### config.mk
export PLATFORM = sky130hd
export DESIGN_NAME = mul64_seq
export DESIGN_NICKNAME = d
export VERILOG_FILES = /design/src/rtl/mul64_seq_pkg.sv /design/src/rtl/mul64_seq_adder.sv /design/src/rtl/mul64_seq.sv
export SDC_FILE = /design/constraint.sdc
export NUM_CORES = 1
export LEC_CHECK = 0
export ABC_AREA = 1
export BUFFER_PORTS_ARGS = -buffer_cell sky130_fd_sc_hd__buf_2
export CAP_MARGIN = 25
export CORE_MARGIN = 5
export CORE_UTILIZATION = 52
export DETAILED_ROUTE_END_ITERATION = 12
export GPL_TIMING_DRIVEN = 1
export PLACE_DENSITY = 0.84
export SLEW_MARGIN = 10
export SYNTH_ARGS = -nofsm -noshare
export SYNTH_HDL_FRONTEND = slang
export SYNTH_SLANG_ARGS = --single-unit
### constraint.sdc
create_clock -name clk -period 2.4 [get_ports clk]
set_input_delay 0.48 -clock clk [delete_from_list [all_inputs] [get_ports clk]]
set_output_delay 0.48 -clock clk [all_outputs]
set_load 0.005 [all_outputs]
### src/rtl/mul64_seq_pkg.sv
// mul64_seq_pkg: shared definitions for the sequential 64x64 multiplier.
//   mul_state_e  - control FSM states (IDLE / BUSY / DONE)
//   MUL_ITERS    - add-and-shift iterations per product
//   MUL_CNT_W    - iteration counter width
//   MUL_PROD_W   - full product width
package mul64_seq_pkg;

  typedef enum logic [1:0] {
    MUL_IDLE = 2'd0,
    MUL_BUSY = 2'd1,
    MUL_DONE = 2'd2
  } mul_state_e;

  localparam int unsigned MUL_ITERS  = 64;
  localparam int unsigned MUL_CNT_W  = 6;
  localparam int unsigned MUL_PROD_W = 128;

  // Counter value seen on the edge that performs the final iteration.
  localparam logic [MUL_CNT_W-1:0] MUL_LAST_CNT = MUL_CNT_W'(MUL_ITERS - 1);

endpackage

### src/rtl/mul64_seq_adder.sv
// Adder64: 64-bit unsigned adder with carry in and carry out.
//   a, b  in  64  addends
//   cin   in  1   carry in
//   sum   out 64  low 64 bits of a + b + cin
//   cout  out 1   carry out (bit 64 of the result)
module Adder64 (
  input  logic [63:0] a,
  input  logic [63:0] b,
  input  logic        cin,
  output logic [63:0] sum,
  output logic        cout
);

  always_comb begin
    {cout, sum} = {1'b0, a} + {1'b0, b} + {64'd0, cin};
  end

endmodule

### src/rtl/mul64_seq.sv
// mul64_seq: multi-cycle unsigned 64x64 -> 128-bit shift-and-add multiplier.
//   clk        in  1    clock, rising edge
//   rst_n      in  1    asynchronous active-low reset
//   in_valid   in  1    operands present
//   in_ready   out 1    block can accept (IDLE only)
//   in_a       in  64   multiplicand
//   in_b       in  64   multiplier
//   out_valid  out 1    product available (DONE only)
//   out_ready  in  1    consumer takes product
//   out_prod   out 128  unsigned product {hi, lo}
//   busy       out 1    iterating (BUSY)
module mul64_seq
  import mul64_seq_pkg::*;
(
  input  logic                  clk,
  input  logic                  rst_n,
  input  logic                  in_valid,
  output logic                  in_ready,
  input  logic [63:0]           in_a,
  input  logic [63:0]           in_b,
  output logic                  out_valid,
  input  logic                  out_ready,
  output logic [MUL_PROD_W-1:0] out_prod,
  output logic                  busy
);

  mul_state_e           state_q, state_d;
  logic [63:0]          mcand_q, mcand_d;
  logic [63:0]          acc_hi_q, acc_hi_d;
  logic [63:0]          acc_lo_q, acc_lo_d;
  logic [MUL_CNT_W-1:0] cnt_q, cnt_d;

  logic [63:0] addend;
  logic [63:0] add_sum;
  logic        add_cout;

  // Only partial-product selection sits in front of the adder.
  always_comb begin
    addend = acc_lo_q[0] ? mcand_q : '0;
  end

  Adder64 u_adder (
    .a    (acc_hi_q),
    .b    (addend),
    .cin  (1'b0),
    .sum  (add_sum),
    .cout (add_cout)
  );

  always_comb begin
    state_d  = state_q;
    mcand_d  = mcand_q;
    acc_hi_d = acc_hi_q;
    acc_lo_d = acc_lo_q;
    cnt_d    = cnt_q;

    unique case (state_q)
      MUL_IDLE: begin
        if (in_valid) begin
          mcand_d  = in_a;
          acc_lo_d = in_b;
          acc_hi_d = '0;
          cnt_d    = '0;
          state_d  = MUL_BUSY;
        end
      end
      MUL_BUSY: begin
        // {carry, sum, acc_lo} shifted right by one: the carry becomes the
        // top accumulator bit so no product bit is ever lost.
        {acc_hi_d, acc_lo_d} = {add_cout, add_sum, acc_lo_q[63:1]};
        cnt_d = cnt_q + MUL_CNT_W'(1);
        if (cnt_q == MUL_LAST_CNT) begin
          state_d = MUL_DONE;
        end
      end
      MUL_DONE: begin
        if (out_ready) begin
          state_d = MUL_IDLE;
        end
      end
      default: begin
        state_d = MUL_IDLE;
      end
    endcase
  end

  // Handshake outputs decode registered state only.
  always_comb begin
    in_ready  = (state_q == MUL_IDLE);
    out_valid = (state_q == MUL_DONE);
    busy      = (state_q == MUL_BUSY);
    out_prod  = {acc_hi_q, acc_lo_q};
  end

  always_ff @(posedge clk or negedge rst_n) begin
    if (!rst_n) begin
      state_q  <= MUL_IDLE;
      mcand_q  <= '0;
      acc_hi_q <= '0;
      acc_lo_q <= '0;
      cnt_q    <= '0;
    end else begin
      state_q  <= state_d;
      mcand_q  <= mcand_d;
      acc_hi_q <= acc_hi_d;
      acc_lo_q <= acc_lo_d;
      cnt_q    <= cnt_d;
    end
  end

endmodule

==> impl_metrics.tcl, run 1 <==
set metrics [dict create \
    ys.flop_type "dfrtp_1" \
    synth-xor-area-share_pct 0.361 \
    synth_edf_count 0 \
    relSlewSlack_pct 51.8 \
    numPortBuffers 262 \
    p_total_mw 23.8 \
    finalCritPeriodShare_pct 105 \
    cp-end-kind "flop" \
    numCtsBuffers 17 \
    violations "negative setup slack" \
    layout_setup_ws_ns -0.130 \
    fmax_ghz 0.395 \
    yosys-top-cells-count "nand2_1, inv_1, dfrtp_1" \
    p_per_area_nw_per_um2 1250 \
    path_class "flop to flop" \
    io_pins 263 \
    grt_max_degree 128 \
    die_w_um 177 \
    max_stage_delay_ns 0.44 \
    dr.pass1.iters 6 \
    cts_tree "done" \
    syn2layout_area_growth_pct 30.5 \
    grt_use_met1_pct 40.5 \
    drtIter0Drc 1201 \
    rows 61 \
    post-route-drc-count 0 \
    worstPathMaxFanout 33 \
    clock-root-buffer "clkbuf_16" \
    use_met2_pct 53.2 \
    rsz0062_at_grt "true" \
    htree_levels 4 \
    status "complete, but fails checks" \
    synthAdderAreaFrac_pct 5.73 \
    synthArstFlopShare_pct 100 \
    synth_warnings 0 \
    required_ns 2.76 \
    synth_top_family_by_area "simple AND/OR/NAND/NOR gates" \
    wl_per_cell_um 16.4 \
    ys_ff_latch 200 \
    cpMaxStageDelayCell "dfrtp_2" \
    synth_compound_area_share_pct 8.81 \
    p_leak_nw 11.3 \
    setup_viol_count_final 34 \
    synth-seq-area-share_pct 34.4 \
    start_util_pct 52.5 \
    post_synth_and_or_nand_nor_area_fraction_pct 36.3 \
    grt_antenna_before_repair 0 \
    num-nets-final 2893 \
    worstMarginPinSlew_ns 0.723 \
    ir_drop_mv 0.812 \
    yosys.cell_types.count 42 \
    dpl.hpwl_mm 37.6 \
    utilization_pct 68.5 \
    drv_slew 0 \
    synth_top_area_share_pct 34.4 \
    crit_chain "buf_12, nand2_1, inv_1, ha_1, nand2_1, inv_1, nand2_1, nand2_1, inv_1, nand2_1, a21oi_1, nand2_2, buf_4, or2_1, nand3_1, nand2_1" \
    cts_buffer_depth 2 \
    hp-class "input pin to flop" \
    synth_nets 2501 \
    hold_viol_final 0 \
    routed_via_density 5.13 \
    multi_input_area_um2 8370 \
    synth.avg_cell_area_um2 6.32 \
    grt_pass1_wl_mm 78.0 \
    gp_congestion 1.00 \
    drive_gt1_share_pct 26.8 \
    synth_area_leader_cell "dfrtp_1" \
    grt_use_total_pct 31.3 \
    worst_ep_arrival_time_ns 2.89 \
    clk_pin_slew_ns 0.09 \
    grt_pass1_vias 15100 \
    ant_nets 0 \
    start_kind "flop" \
    regArea_um2 5010 \
    grt_util_met3_pct 3.93 \
    cts.sinks 200 \
    clk_latency_ns 0.47 \
    core-area_um2 27700 \
    synth.mux.area_fraction_pct 0 \
    wirelength_mm 50.5 \
    synth_most_common_cell "nand2_1" \
    maxCapViolations 0 \
    dieArea_um2 31400 \
    fin_setup_tns_ns -1.52 \
    grt_overflow 0 \
    clock_skew_ns 0.0234 \
    synthCells 2303 \
    netlist_area_um2 14500 \
    fill_cells 2366 \
    period_needed_ns 2.53 \
    num_vias 15800 \
    path_common_cell "nand2_1" \
    die_y_um 177 \
    synth_area_leaders "dfrtp_1, nand2_1, inv_1" \
    diodes 0 \
    busiest_layer "met2" \
]
[sequential cells by signal, summed over array words and instances (netlist names)]
name	flops
mcand_q	64
cnt_q	6
acc_lo_q	64
state_q	2
acc_hi_q	64
[per-layer routing]
metal / part of all wire [%] / wire, um
met2: 48 / 24400
met1: 41 / 20900
met3: 5.5 / 2790
met5: 0 / 0
met4: 4.7 / 2360
[report_power, final]
group | internal (mW) | switching (mW)
combinational | 5.93 | 8.79
clock | 1.40 | 1.56
sequential | 4.91 | 1.18
total | 12.2 | 11.5
[critical path, delay by kind of cell (launching register included)]
family,cells,cell delay [ns]
AND/OR/NAND/NOR,9,0.95
AO/OA/AOI/OAI,1,0.18
buffers and inverters,5,0.48
adder cells (fa/ha/maj),1,0.33
flip-flops,1,0.44
[kinds of logic (layout without fill, tap and decap cells)]
| logic type | after synthesis | in the layout |
|---|---|---|
| simple gates | 1284 | 1284 |
| flops | 200 | 200 |
| compound gates | 205 | 205 |
| xor+xnor | 6 | 6 |
| fa+ha+maj | 66 | 66 |
| buf+inv | 542 | 947 |
[repair_timing]
item,in CTS,in global routing
buffers inserted,2,4
resized for setup,88,134
hold endpoints to repair,3,0
hold buffers,1,0
pin swaps,8,9
setup endpoints to repair,49,53
[cell usage in the layout, fill, tap and decap left out, types with 28 or more instances in the layout]
cell / synthesis / layout
nand2_1: 982 / 922
inv_1: 468 / 456
buf_2: 27 / 261
dfrtp_1: 200 / 199
buf_4: 6 / 162
nand2_2: 30 / 79
nand3_1: 77 / 71
nor2_1: 92 / 59
o21ai_0: 50 / 42
a21oi_1: 64 / 41
nor3_1: 46 / 41
ha_1: 65 / 37
nor2_2: 19 / 36
a221oi_1: 34 / 34
o211ai_1: 28 / 28
[path summary, 6_finish.rpt]
path | start | endpoint | slack (ns) | depth (start not counted)
hold reg to reg | mcand_q[57]$_DFFE_PN0P_ | mcand_q[57]$_DFFE_PN0P_ | 0.48 | 2
max in group asynchronous | rst_n | mcand_q[61]$_DFFE_PN0P_ | 1.17 | 3
hold / removal | in_a[49] | mcand_q[49]$_DFFE_PN0P_ | 0.20 | 3
setup / recovery | acc_lo_q[0]$_DFFE_PN0P_ | acc_hi_q[25]$_DFFE_PN0P_ | -0.13 | 16
min in group asynchronous | rst_n | acc_lo_q[22]$_DFFE_PN0P_ | 0.55 | 2
setup reg to reg | acc_lo_q[0]$_DFFE_PN0P_ | acc_hi_q[25]$_DFFE_PN0P_ | -0.13 | 16
[per-stage QoR]
stage / area (um2) / hold slack [ns] / instances / setup WS (ns)
global route: 19000 / 0.209 / 3086 / -0.241
detailed placement: 17400 / 0.466 / 3047 / -0.244
floorplan: 14500 / 0.184 / 2303 / 0.0718
finish: 19000 / 0.197 / 3086 / -0.130
global placement: 17400 / 0.464 / 3047 / -0.151
CTS: 18500 / 0.188 / 3082 / -0.0733
[final cells by class]
| cell class | instances | share of cell area [%] |
|---|---|---|
| tap | 378 | 2.49 |
| inverter | 478 | 9.45 |
| multi-input combinational | 1561 | 44.1 |
| timing repair buffer | 437 | 14.5 |
| clock buffer | 17 | 2.24 |
| clock inverter | 15 | 0.837 |
| sequential | 200 | 26.4 |
No activity file was read; power rests on OpenSTA's default activity.
==> inputs of run 2 (changes only) <==
CORE_UTILIZATION = 35   (was 52)
PLACE_DENSITY = 0.62   (was 0.84)
==> run 2 against run 1 <==
Compared with the run above: the run still ends with negative setup slack left; power barely moved; wire length rose by 1.7%; via count fell by 4.2%; sequential power barely moved; clock skew fell by 0.0086 ns; sequential cell count did not move; maximum frequency fell by 1.1%; die area rose by 46%; largest cell class unchanged.
==> impl_metrics.tcl, run 2 (synthesis gave the netlist of run 1 again) <==
set metrics [dict create \
    numPortBuffers 262 \
    cts.sinks 200 \
    layout_setup_ws_ns -0.158 \
    clk_latency_ns 0.50 \
    grt_pass1_wl_mm 79.9 \
    whs_ns 0.169 \
    ant_nets 0 \
    die_y_um 214 \
    violations "negative setup slack" \
    fmax_ghz 0.391 \
    drv_slew 0 \
    rsz0062_at_grt "true" \
    grt_antenna_before_repair 2 \
    r2r_setup_slack_ns -0.16 \
    post-route-drc-count 0 \
    syn2layout_area_growth_pct 32.9 \
    die_w_um 214 \
    dr.pass1.iters 6 \
    gp_congestion 0.945 \
    cts_tree "done" \
    mostFrequentLayoutCells "nand2_1, inv_1, buf_2" \
    start_kind "flop" \
    path_buf_inv 6 \
    clock-root-buffer "clkbuf_16" \
    rows 74 \
    p_leak_nw 11.3 \
    io_pins 263 \
    hp-class "input pin to flop" \
    period_needed_ns 2.56 \
    cpMaxStageDelayCell "dfrtp_2" \
    maxCapViolations 0 \
    ir_drop_mv 0.666 \
    p_total_mw 23.8 \
    wirelength_mm 51.3 \
    fin_cells 3249 \
    htree_levels 4 \
    utilization_pct 47.1 \
    grt_use_total_pct 22.5 \
    finalCritPeriodShare_pct 107 \
    path_common_cell "nand2_1" \
    dpl.hpwl_mm 40.2 \
    drive_gt1_share_pct 27.1 \
    wl_per_cell_um 15.8 \
    dpl.cell_count 3209 \
    routed_via_density 4.67 \
    cp-end-kind "flop" \
    core-area_um2 41000 \
    dieArea_um2 45700 \
    worstMarginPinSlew_ns 0.686 \
    hold_depth 3 \
    worstHoldStart "in_a[61]" \
    hold_viol_final 0 \
    max_stage_delay_ns 0.43 \
    setup_viol_count_final 15 \
    p_per_area_nw_per_um2 1230 \
    crit_chain "buf_12, nand2_1, inv_1, ha_4, nand2_2, inv_1, nand2_1, nand2_1, buf_4, inv_1, nand2_1, a21oi_2, nand2_2, buf_4, or2_1, nand3_1, nand2_1" \
    required_ns 2.80 \
    path_class "flop to flop" \
    fin_setup_tns_ns -0.607 \
    numCtsBuffers 17 \
    final_common_cell "nand2_1" \
    hold-path-endpoint "mcand_q[61]$_DFFE_PN0P_" \
    worstPathMaxFanout 42 \
    reg2reg_to "acc_hi_q[27]$_DFFE_PN0P_" \
    relSlewSlack_pct 54.2 \
    r2r_cells 17 \
    status "complete, but fails checks" \
    grt_max_degree 102 \
    start_util_pct 35.5 \
    clock_skew_ns 0.0147 \
    num-nets-final 2900 \
    grt_pass1_vias 14700 \
    worst_ep_arrival_time_ns 2.95 \
    clk_pin_slew_ns 0.08 \
    grt_overflow 0 \
    num_vias 15200 \
    cts_buffer_depth 2 \
    reg_top3 "acc_hi_q: 64 flops, acc_lo_q: 64 flops, mcand_q: 64 flops" \
    crit_family "simple AND/OR/NAND/NOR gates" \
    reg2reg_from "acc_lo_q[0]$_DFFE_PN0P_" \
    drtIter0Drc 1115 \
]
[run 2: per-layer routing]
| metal | track usage, % | wire, um |
|---|---|---|
| met1 | 29.3 | 23400 |
| met2 | 38.4 | 25000 |
| met3 | 3.45 | 1630 |
| met4 | 7.11 | 1390 |
| met5 | 0 | 0 |
[run 2: layout make-up]
| cell class | count | area (um2) |
|---|---|---|
| tap | 532 | 666 |
| timing repair buffer | 444 | 2820 |
| multi-input combinational | 1561 | 8490 |
| clock buffer | 20 | 457 |
| inverter | 478 | 1790 |
| antenna | 2 | 5.00 |
| fill | 4262 | 21700 |
| sequential | 200 | 5010 |
| clock inverter | 12 | 92.6 |
[run 2: worst max-delay path by stage]
stage	start	end	slack (ns)	cells after the start
after floorplan	acc_lo_q[0]$_DFFE_PN0P_	acc_hi_q[63]$_DFFE_PN0P_	0.07	17
after global placement	acc_lo_q[0]$_DFFE_PN0P_	acc_hi_q[57]$_DFFE_PN0P_	-0.37	17
after detailed placement	acc_lo_q[0]$_DFFE_PN0P_	acc_hi_q[57]$_DFFE_PN0P_	-0.39	17
after CTS	acc_lo_q[0]$_DFFE_PN0P_	acc_hi_q[47]$_DFFE_PN0P_	-0.17	15
after global routing	acc_lo_q[0]$_DFFE_PN0P_	acc_hi_q[27]$_DFFE_PN0P_	-0.28	17
final	acc_lo_q[0]$_DFFE_PN0P_	acc_hi_q[27]$_DFFE_PN0P_	-0.16	17
[run 2: timing repair]
action	CTS	global route
buffers inserted	3	1
hold buffers	1	0
setup endpoints to repair	40	51
cloned	0	0
pin swaps	1	2
resized for setup	95	119
endpoints found under the hold margin	40	0
[run 2: where the power goes]
part	leakage [nW]	internal, mW	switching [mW]
sequential	2.44	4.91	1.22
clock	0.272	1.39	1.44
combinational	8.58	6.24	8.58
[run 2: metrics by stage]
step / setup slack (ns) / cell area [um2]
finish: -0.158 / 19300
global route: -0.280 / 19300
CTS: -0.170 / 18700
detailed placement: -0.386 / 17700
global placement: -0.373 / 17600
floorplan: 0.0718 / 14500
[run 2: worst min-delay path: stages]
cell,delay [ns]
buf_2,0.07
nand2_1,0.04
nand2_1,0.04
